$ cat src/rtl/addr_match_unit.sv
`default_nettype none
// ============================================================================
//  Module   : adder_comparator / addr_match_unit
//  Purpose  : Pipelined watchpoint unit. Checks base + offset against a set
//             of programmed match addresses without a carry-propagate adder,
//             and returns a registered hit vector, lowest hit index and tag
//             over a valid/ready handshake.
//  Revision : 1.0 - initial release
// ============================================================================

// Tests a + b == k (mod 2^WIDTH) without forming the sum. If the sum equals
// k, the carry into bit i must be a^b^k at bit i; the carry that bit i-1
// would then produce is (a&b) | ((a^b)&~k). Equality holds exactly when the
// two agree at every bit, with a zero carry into bit 0.
module adder_comparator #(
    parameter int WIDTH = 32
) (
    input  logic [WIDTH-1:0] a,
    input  logic [WIDTH-1:0] b,
    input  logic [WIDTH-1:0] k,
    output logic             eq
);
    logic [WIDTH-1:0] w_carry_out;
    logic [WIDTH-1:0] w_carry_in;

    assign w_carry_out = (a & b) | ((a ^ b) & ~k);
    assign w_carry_in  = w_carry_out << 1;
    assign eq          = ((a ^ b ^ k) == w_carry_in);
endmodule

module addr_match_unit #(
    parameter int WIDTH   = 32,
    parameter int ENTRIES = 4,
    parameter int TAG_W   = 4,
    parameter int IDX_W   = (ENTRIES > 1) ? $clog2(ENTRIES) : 1
) (
    input  logic               clk,
    input  logic               rst,
    input  logic               cfg_we,
    input  logic [IDX_W-1:0]   cfg_idx,
    input  logic [WIDTH-1:0]   cfg_addr,
    input  logic               cfg_en,
    input  logic               req_valid,
    output logic               req_ready,
    input  logic [WIDTH-1:0]   req_base,
    input  logic [WIDTH-1:0]   req_offset,
    input  logic [TAG_W-1:0]   req_tag,
    output logic               rsp_valid,
    input  logic               rsp_ready,
    output logic               rsp_hit,
    output logic [ENTRIES-1:0] rsp_hit_vec,
    output logic [IDX_W-1:0]   rsp_hit_idx,
    output logic [TAG_W-1:0]   rsp_tag,
    input  logic               cnt_clr,
    output logic [15:0]        hit_count
);
    localparam logic [15:0] C_CNT_MAX = 16'hFFFF;

    // S1 request register
    logic               r_s1_valid;
    logic [WIDTH-1:0]   r_s1_base;
    logic [WIDTH-1:0]   r_s1_offset;
    logic [TAG_W-1:0]   r_s1_tag;

    // S2 response register
    logic               r_s2_valid;
    logic [ENTRIES-1:0] r_s2_hit_vec;
    logic [IDX_W-1:0]   r_s2_hit_idx;
    logic [TAG_W-1:0]   r_s2_tag;

    logic [15:0]        r_hit_count;

    logic               w_s2_free;
    logic               w_s1_load;
    logic               w_s1_to_s2;
    logic [ENTRIES-1:0] w_hit_vec;
    logic [IDX_W-1:0]   w_hit_idx;

    assign w_s2_free  = !r_s2_valid || rsp_ready;
    assign req_ready  = !r_s1_valid || w_s2_free;
    assign w_s1_load  = req_valid && req_ready;
    assign w_s1_to_s2 = r_s1_valid && w_s2_free;

    // One storage slot and one comparator per entry; an out-of-range cfg_idx
    // equals no slot index and so writes nothing.
    generate
        for (genvar g = 0; g < ENTRIES; g++) begin : g_entry
            localparam logic [IDX_W-1:0] C_IDX = IDX_W'(g);
            logic [WIDTH-1:0] r_addr;
            logic             r_en;
            logic             w_eq;

            // Entry register, written by the config port
            always_ff @(posedge clk or posedge rst) begin
                if (rst) begin
                    r_addr <= '0;
                    r_en   <= 1'b0;
                end else if (cfg_we && (cfg_idx == C_IDX)) begin
                    r_addr <= cfg_addr;
                    r_en   <= cfg_en;
                end
            end

            adder_comparator #(.WIDTH(WIDTH)) u_cmp (
                .a  (r_s1_base),
                .b  (r_s1_offset),
                .k  (r_addr),
                .eq (w_eq)
            );

            assign w_hit_vec[g] = r_en && w_eq;
        end
    endgenerate

    // Lowest set bit of the hit vector, zero when nothing hits
    always_comb begin
        w_hit_idx = '0;
        for (int i = ENTRIES - 1; i >= 0; i--) begin
            if (w_hit_vec[i]) begin
                w_hit_idx = IDX_W'(i);
            end
        end
    end

    // S1: take a new request, or empty out once S2 has taken the contents
    always_ff @(posedge clk or posedge rst) begin
        if (rst) begin
            r_s1_valid  <= 1'b0;
            r_s1_base   <= '0;
            r_s1_offset <= '0;
            r_s1_tag    <= '0;
        end else if (w_s1_load) begin
            r_s1_valid  <= 1'b1;
            r_s1_base   <= req_base;
            r_s1_offset <= req_offset;
            r_s1_tag    <= req_tag;
        end else if (w_s1_to_s2) begin
            r_s1_valid  <= 1'b0;
        end
    end

    // S2: capture the compare result; hold everything while stalled
    always_ff @(posedge clk or posedge rst) begin
        if (rst) begin
            r_s2_valid   <= 1'b0;
            r_s2_hit_vec <= '0;
            r_s2_hit_idx <= '0;
            r_s2_tag     <= '0;
        end else if (w_s1_to_s2) begin
            r_s2_valid   <= 1'b1;
            r_s2_hit_vec <= w_hit_vec;
            r_s2_hit_idx <= w_hit_idx;
            r_s2_tag     <= r_s1_tag;
        end else if (rsp_ready) begin
            r_s2_valid   <= 1'b0;
        end
    end

    // Saturating count of delivered hits; clear wins over increment
    always_ff @(posedge clk or posedge rst) begin
        if (rst) begin
            r_hit_count <= '0;
        end else if (cnt_clr) begin
            r_hit_count <= '0;
        end else if (r_s2_valid && rsp_ready && rsp_hit && (r_hit_count != C_CNT_MAX)) begin
            r_hit_count <= r_hit_count + 16'd1;
        end
    end

    assign rsp_valid   = r_s2_valid;
    assign rsp_hit_vec = r_s2_hit_vec;
    assign rsp_hit     = |r_s2_hit_vec;
    assign rsp_hit_idx = r_s2_hit_idx;
    assign rsp_tag     = r_s2_tag;
    assign hit_count   = r_hit_count;
endmodule
`default_nettype wire

$ cat config.mk
export PLATFORM = sky130hd
export DESIGN_NAME = addr_match_unit
export DESIGN_NICKNAME = d
export VERILOG_FILES = /design/src/rtl/addr_match_unit.sv
export SDC_FILE = /design/constraint.sdc
export NUM_CORES = 1
export LEC_CHECK = 0
export CAP_MARGIN = 20
export CORE_AREA = 5 5 158 160
export CTS_CLUSTER_SIZE = 40
export DETAILED_ROUTE_END_ITERATION = 10
export DIE_AREA = 0 0 163 165
export PLACE_DENSITY_LB_ADDON = 0.3
export SLEW_MARGIN = 20
export SYNTH_ARGS = -nofsm -noshare
export SYNTH_HDL_FRONTEND = slang
export SYNTH_HIERARCHICAL = 1
export SYNTH_SLANG_ARGS = --single-unit
$ cat constraint.sdc
create_clock -name clk -period 12 [get_ports clk]
set_input_delay 3 -clock clk [delete_from_list [all_inputs] [get_ports clk]]
set_output_delay 3 -clock clk [all_outputs]
set_load 0.005 [all_outputs]
==> results.md <==
- Run status: finished clean
- Slowest-stage cell, CP: clkdlybuf4s50_1
- Bufs and invs on worst path: 2
- Synth Net Count: 1226
- Number of antenna violations at the first check in global routing: 0
- Maximum VDD drop: approximately 0.00012 V
- Initial DRT Pass Iterations: 4
- Filler cells: between 1500 and 2000
- Worst hold path startpoint: r_s1_valid
- Antenna diode count: 0
- Critical path type: primary input to output pin
- Synthesized area per cell: between 10 and 15 um^2
- CTS resizes: 0
- Final setup TNS: 0 ps
- Global-route wire length before repair: roughly 48000 um
- Critical R2R Capture: rsp_hit_idx[0]
- Top Ports: approximately 140
- Pwr per Cell Area: 175 nW/um^2
- TritonCTS clock tree: yes
- Layout cells sized above 1: 0.233
- Post-DRT Antenna Nets: 0
- R2R Setup Slk: a little under 9000 ps
- Family with the most delay on the worst path: buffers and inverters
- Vias per Instance: 5.40
- CTS Root Cell: clkbuf_16
- Worst Hold Depth: 1
- RSZ-0062 raised after global routing: false
- Worst skew pair latency: 520 ps
- Die area: between 20000 and 30000 um^2
- Post-synth ARST share: 1.00
- #FFs+latches synth: 228
- Static Leakage: roughly 6.6 nW
- Critical R2R Launch: r_s1_base[21]
- Max-cap violations: 0
- Nets: 1375
- Number of synthesized flops with an enable pin: 0
- Reg2Reg Depth: 8
- # DRC: 0
- Routed WL: 30200 um
- Netlist cell types: 40
- Worst Tran Pin Value: 907 ps
- Clock Pin Slew Worst Setup and Hold Paths: 60 ps
- Number of max-slew violations in the final report: 0
- Clock buffer depth: 3
- GP Congestion: 0.926
- Routed WL per cell: 20.4 um
- Power Total: 2.76 mW
- Warnings, synthesis: 6
- Min Tclk post-route: slightly above 7000 ps
- Final setup viols: 0
- Site Rows: 56
- Max Fclk: 138 MHz
- Startpoint Class: primary input
- CP Max Fanout: 6
- Top FF cell, synth: dfrtp_1
- Core ar.: 23300 um^2
- Critical path's most frequent cell: clkdlybuf4s50_1
- IO Port Bufs: roughly 140
- Relative slew margins: 0.395
- CTS Buf Count: 25
- H-tree depth: 1
- Hold endpoint: rsp_valid
- Post-Synthesis Cells: 992
- Vias: 7976
- Tcrit/Tclk final: 0.604
- Gr ovfl total: 0
- Hold_buf cts: 0
- 1st-iter DRT viols: 484
- Crit path required time: 9000 ps
- Critical path capture point type: output pin
- CP max stage delay: around 550 ps
- Vias in the first global route: 8594
- Min-delay worst type: register to register
- Sequential element share of the synthesized area: 0.431
- Total Routing Usage GR: 0.233
- Die height: around 170 um
- Layout area overhead: 19.4%
- Post-CTS setup buffer count: 0
- Starting density of the core: 0.569
- Die W: between 150 and 200 um
- Dpl hpwl: 22400 um
- Clock sinks: 228
- CP Cell Sequence: clkdlybuf4s50_1, nand3b_1, clkdlybuf4s50_1
- Hold Fails Final Rpt: 0
- Layout Skew: 10.6 ps
- Largest net degree at the start of global routing: between 90 and 100
- Critical path arrival: 4250 ps
- Post-synthesis cell area: around 13000 um^2
[kinds of logic (layout without fill, tap and decap cells)]
family / after synthesis / after routing / synth area share
AO/OA/AOI/OAI: 33 / 33 / 0.0166
XOR/XNOR: 132 / 132 / 0.0874
adder cells (fa/ha/maj): 125 / 125 / 0.189
buffers and inverters: 154 / 321 / 0.0445
flip-flops: 228 / 228 / 0.431
multiplexers: 207 / 207 / 0.176
AND/OR/NAND/NOR: 113 / 113 / 0.0554
[synthesized netlist by cell type, types with 2 or more instances]
library cell,number,share of area
a41oi_1,2,0.0013
a41o_1,2,0.0015
nor3_1,10,0.0038
nand2_1,16,0.0045
nand3_1,11,0.0042
buf_2,8,0.0030
mux2_2,207,0.18
nand4_1,16,0.0076
o31ai_1,2,0.0011
a211oi_1,3,0.0017
nand3b_1,6,0.0034
fa_1,124,0.19
clkbuf_1,13,0.0037
a31oi_1,2,0.00095
nor2_1,7,0.0020
dfrtp_1,228,0.43
xnor2_1,96,0.064
o21ai_0,8,0.0030
a311oi_1,2,0.0013
xor2_1,36,0.024
nand2b_1,6,0.0028
nor4_1,20,0.0095
or3_1,2,0.00095
and3_1,3,0.0014
a21oi_1,8,0.0030
nor4_2,9,0.0085
inv_1,132,0.037
[state kept, by name (all words and copies together), names as in the netlist, 2 cells and up]
| name | cells |
|---|---|
| rsp_hit_vec | 4 |
| r_s1_tag | 4 |
| g_entry.r_en | 4 |
| r_s1_offset | 32 |
| rsp_hit_idx | 2 |
| rsp_tag | 4 |
| g_entry.r_addr | 128 |
| r_s1_base | 32 |
| hit_count | 16 |
[per-stage QoR]
| step | utilization | setup slack [ps] | hold slack, ps | cell area, um^2 | std cells |
|---|---|---|---|---|---|
| after global routing | 0.679 | 4700 | 504 | 15800 | 1478 |
| after global placement | 0.644 | 4750 | 476 | 15000 | 1433 |
| after detailed placement | 0.644 | 4750 | 474 | 15000 | 1433 |
| after floorplan | - | 2750 | 457 | 13200 | 992 |
| after CTS | 0.679 | 4740 | 490 | 15800 | 1478 |
| final | 0.679 | 4750 | 485 | 15800 | 1478 |
[power breakdown]
| group | total, mW | switching, mW | internal (mW) |
|---|---|---|---|
| Combinational | 0.973 | 0.490 | 0.483 |
| Sequential | 1.03 | 0.136 | 0.890 |
| Clock | 0.765 | 0.315 | 0.450 |
| Total | 2.76 | 0.941 | 1.82 |
[worst max-delay path by stage]
stage | from | endpoint | slack, ps | cells past startpoint
6_report | rsp_ready | req_ready | 4750 | 3
2_1_floorplan | rst | g_entry[0].r_addr[0] | 2750 | 1
5_1_grt | rsp_ready | req_ready | 4700 | 3
3_3_place_gp | rsp_ready | req_ready | 4750 | 3
3_5_place_dp | rsp_ready | req_ready | 4750 | 3
4_1_cts | rsp_ready | req_ready | 4740 | 3
[layout make-up]
| class | count | area (um^2) | area share |
|---|---|---|---|
| sequential | 228 | 5710 | 0.361 |
| multi-input combinational | 610 | 6940 | 0.440 |
| timing repair buffer | 144 | 1420 | 0.0902 |
| clock inverter | 12 | 120 | 0.00761 |
| inverter | 132 | 503 | 0.0319 |
| clock buffer | 33 | 696 | 0.0441 |
| tap | 319 | 399 | 0.0253 |
[cells in the final DEF (no fill, tap or decap), types with 11 or more instances in the layout]
cell and count:
dfrtp_1 228, mux2_2 207, clkdlybuf4s50_1 137, inv_1 131, fa_1 124, xnor2_1 96, xor2_1 36, clkbuf_16 25
nor4_1 20, nand4_1 16, nand2_1 15, nand3_1 11
[routing by layer]
metal / track usage / vias to the layer above / routed length [um]
li1: - / 3594 / -
met4: 0.0564 / 0 / 728
met5: 0 / - / 0
met1: 0.308 / 4123 / 12500
met2: 0.400 / 213 / 15100
met3: 0.0459 / 46 / 1910
[worst register-to-register path, delay by kind of cell (launching register included)]
kind | cells | cell delay (ps)
adders and majority gates | 1 | 630
xor gates and xnor gates | 1 | 150
AOI/OAI and AO/OA | 2 | 460
and+or+nand+nor | 4 | 1380
DFF | 1 | 500
Power figures use the tool's default switching activity.
==> edit 1, RTL diff (same flow settings) <==
`TAG_W`: 4 -> 6.
--- a/src/rtl/addr_match_unit.sv
+++ b/src/rtl/addr_match_unit.sv
@@ -33,3 +33,3 @@
     parameter int ENTRIES = 4,
-    parameter int TAG_W   = 4,
+    parameter int TAG_W   = 6,
     parameter int IDX_W   = (ENTRIES > 1) ? $clog2(ENTRIES) : 1
Interface: changed (resized req_tag and rsp_tag); port bits go from 138 to 142. No check against the original RTL was run, so the function may have changed too.
==> edit 1 against the original RTL <==
Final area grew 1.6%. Maximum frequency shrank 0.22%. Total power grew 3.3%. Sequential cell count increased by 4. Count of clock-buffer cells in the layout is 7 higher. Wire length grew 1.6%. Worst setup slack worse by 16 ps. Area after synthesis increased by 1.0%. Clock power increased by 8.1%. Cell count up 0.88%. Combinational power is 1% higher. First-iteration DRC count is 12% higher. Critical endpoint unchanged.
==> edit 1: results (changes against the original RTL) <==
[run_status]
run_status=complete, no violations

[sta]
worst_slew_pin_slew_ps=986  ; +78.6 ps
fin_skew_ps=9.72  ; -0.887 ps
fin_ws_ps=4730  ; -15.8 ps

[place]
post-place-ws_ps=4720  ; -29.5 ps
finalWeightedCongestion=0.929  ; +0.39%
dp_cells=1443  ; +0.70%
dp_hpwl_mm=22.5  ; +0.26%
port_buffers=141  ; +2.9%
postPlaceCellArea_mm2=0.0151  ; +1.0%

[route]
first_pass_iters=5  ; +1
wl_met3_mm=1.93  ; +0.84%
routed_via_density=5.42  ; +0.50%
drt-total-wl_mm=30.7  ; +1.6%
first_iter_violations=541  ; +12%
wl_per_cell_um=20.6  ; +0.72%

[global_route]
use_met2_pct=40.1  ; about the same
grt_pass1_wl_mm=49.1  ; +2.5%
grt_pass1_vias=8962  ; +4.3%
grtUsageTotal_pct=23.8  ; +0.53 points
grt_max_degree=84  ; -13%
use_met3_pct=5.07  ; +0.47 points
use_met1_pct=31.6  ; +0.72 points

[pwr]
p_leak_uw=0.00671  ; +1.3%
p_comb_uw=985  ; +1%
seq_power_share_pct=36.6  ; -0.5 points
p_sw_uw=941  ; about the same

[yosys]
ys_top_cells_by_area=dfrtp_1 (43%), fa_1 (19%), mux2_2 (18%)
syn_nets=1239  ; +1.1%
syn_area_per_cell_um2=13.3  ; about the same
ys_types=43  ; +7.5%
yosysSeqAreaShare_pct=43.4  ; +0.31 points

[worst_setup_path]
r2r_setup_slack_ps=8900  ; +90 ps
cp_max_fo=5  ; -1
arrival_ps=4270  ; +20 ps
worstReg2RegStart=r_s1_base[4]

[min_path]
hold_end=rsp_hit_idx[1]
hp-start=rsp_hit_idx[1]

[clock_network]
cts_buffers=26  ; +4.0%

[final_layout]
final_layout_size_suffix_gt1_share_pct=23.3  ; about the same
n_fill_cell=1677  ; -1.8%

## edit 1: cell count changes in the layout (fill, tap and decap cells not counted), sizes merged, moves of 3 or more
cell           before  now
dfrtp             228  232
mux2              207  213
inv               132  129
clkinvlp            4    1
clkdlybuf4s50     137  141
nor2b               1    4
clkbuf             33   40
nand3b              6    3
clkinv              6    2
## edit 1: kinds of logic after synthesis
family	after synthesis	share of synthesized area, %
DFF	232	43.4
xor gates and xnor gates	132	8.65
buffers and inverters	155	4.48
adders and majority gates	125	18.7
AOI/OAI and AO/OA	32	1.58
and+or+nand+nor	114	5.22
muxes	213	17.9
## edit 1: layout make-up
| cell class | instances | area, µm² | area share (%) |
|---|---|---|---|
| Sequential cell | 232 | 5810 | 36.2 |
| Clock inverter | 7 | 138 | 0.858 |
| Inverter | 129 | 492 | 3.06 |
| Timing Repair Buffer | 148 | 1490 | 9.27 |
| Clock buffer | 40 | 754 | 4.70 |
| Multi-Input combinational cell | 616 | 6970 | 43.4 |
| Tap cell | 319 | 399 | 2.49 |
==> edit 2, RTL diff (same settings) <==
Made on the original files. Make the reset (`rst`) synchronous in 4 clocked blocks.
--- a/src/rtl/addr_match_unit.sv
+++ b/src/rtl/addr_match_unit.sv
@@ -93,3 +93,3 @@
             // Entry register, written by the config port
-            always_ff @(posedge clk or posedge rst) begin
+            always_ff @(posedge clk) begin
                 if (rst) begin
@@ -125,3 +125,3 @@
     // S1: take a new request, or empty out once S2 has taken the contents
-    always_ff @(posedge clk or posedge rst) begin
+    always_ff @(posedge clk) begin
         if (rst) begin
@@ -142,3 +142,3 @@
     // S2: capture the compare result; hold everything while stalled
-    always_ff @(posedge clk or posedge rst) begin
+    always_ff @(posedge clk) begin
         if (rst) begin
@@ -159,3 +159,3 @@
     // Saturating count of delivered hits; clear wins over increment
-    always_ff @(posedge clk or posedge rst) begin
+    always_ff @(posedge clk) begin
         if (rst) begin
Formal check against the unedited RTL: differs if rst is asserted again (counterexample within 4 cycles, from zero or initial values and one cycle with rst high); with rst held inactive, the same outputs for 4 cycles.
==> edit 2 against the original RTL <==
Wire length increased by 14%. Maximum frequency increased by 0.36%. Die area unchanged. Area after synthesis decreased by 4.6%. Sequential cell count unchanged. Final area decreased by 4.9%. Critical endpoint unchanged. Worst setup slack improved by 26 ps. Via count increased by 30%.
Power is not compared: it rests on default switching activity, and its combinational part moved more than twofold at a synthesized area within 25%.
==> edit 2: results (changes against the original RTL) <==
[run_status]
run_status=complete, no violations

[worst_setup_path]
arrival_ps=4230  ; -20 ps
reg2regPathDepth=9  ; +1
cp_top_family=buffers and inverters
worstReg2RegStart=r_s1_base[8]
r2r_setup_slack_ps=8890  ; +80 ps
critPathMaxStageDelay_ps=530  ; -20 ps
r2r_end=rsp_hit_idx[1]

[yosys]
synth_compound_area_share_pct=10.0  ; +8.4 points
ys_types=44  ; +10%
synthAdderAreaFrac_pct=19.8  ; +0.91 points
async_reset_ff_share_pct=0  ; -100 points
yosysSeqAreaShare_pct=36.2  ; -7.0 points
synthFlopType=dfxtp_1
synthXorXnorAreaFrac_pct=9.16  ; +0.42 points
synth_common_cells=nand2_1 (428), dfxtp_1 (228), a21oi_1 (222)
synth.mux.area_fraction_pct=0.159  ; -17 points

[min_path]
hold_end=rsp_tag[1]
holdPathStages=2  ; +1
hp-start=r_s1_tag[1]

[route]
routed_via_density=5.44  ; +0.86%
first_iter_violations=847  ; +75%
wl_per_cell_um=18.1  ; -12%
first_pass_iters=5  ; +1
wl_met2_mm=16.4  ; +8.5%
wl_met3_mm=2.80  ; +46%

[sta]
timing.slew.headroom_pct=29.0  ; -10 points
fmaxAchievable_mhz=138  ; +0.36%
fin_skew_ps=12.9  ; +2.33 ps
hold_slack_ps=451  ; -33.7 ps

[clock_network]
clock_path_buffers=3  ; unchanged

[global_route]
use_met1_pct=33.7  ; +2.8 points
use_met3_pct=4.77  ; +0.17 points
grt_pass1_wl_mm=54.5  ; +14%
grt_max_degree=116  ; +20%
grtUsageTotal_pct=25.7  ; +2.5 points
use_met2_pct=43.3  ; +3.3 points
grt_pass1_vias=10400  ; +21%

[place]
dp_cells=1855  ; +29%
dp_hpwl_mm=24.2  ; +7.9%
postPlaceCellArea_mm2=0.0142  ; -5.4%

[final_layout]
final_area_mm2=0.0150  ; -4.9%
n_fill_cell=1967  ; +15%

-- edit 2: cell types whose count changed after synthesis, moves of 8 or more --
cell,unedited run,this run
a21oi_1,8,222
nand3_1,11,19
clkbuf_1,13,63
dfrtp_1,228,0
nand2_1,16,428
mux2_2,207,0
dfxtp_1,0,228
-- edit 2: power breakdown --
| part | leakage, µW | total, µW | internal [µW] | switching (µW) |
|---|---|---|---|---|
| combinational | 0.00285 | 368 | 166 | 201 |
| sequential | 0.00186 | 826 | 785 | 41.2 |
| clock | 0.000400 | 796 | 463 | 333 |
| total | 0.00511 | 1990 | 1410 | 575 |
-- edit 2: layout make-up --
| class | count | share of cell area, % |
|---|---|---|
| Inverter | 127 | 3.18 |
| Timing Repair Buffer | 143 | 9.44 |
| Clock buffer | 28 | 4.38 |
| Multi-Input combinational cell | 1038 | 48.6 |
| Clock inverter | 18 | 1.29 |
| Tap cell | 319 | 2.66 |
| Sequential cell | 228 | 30.4 |
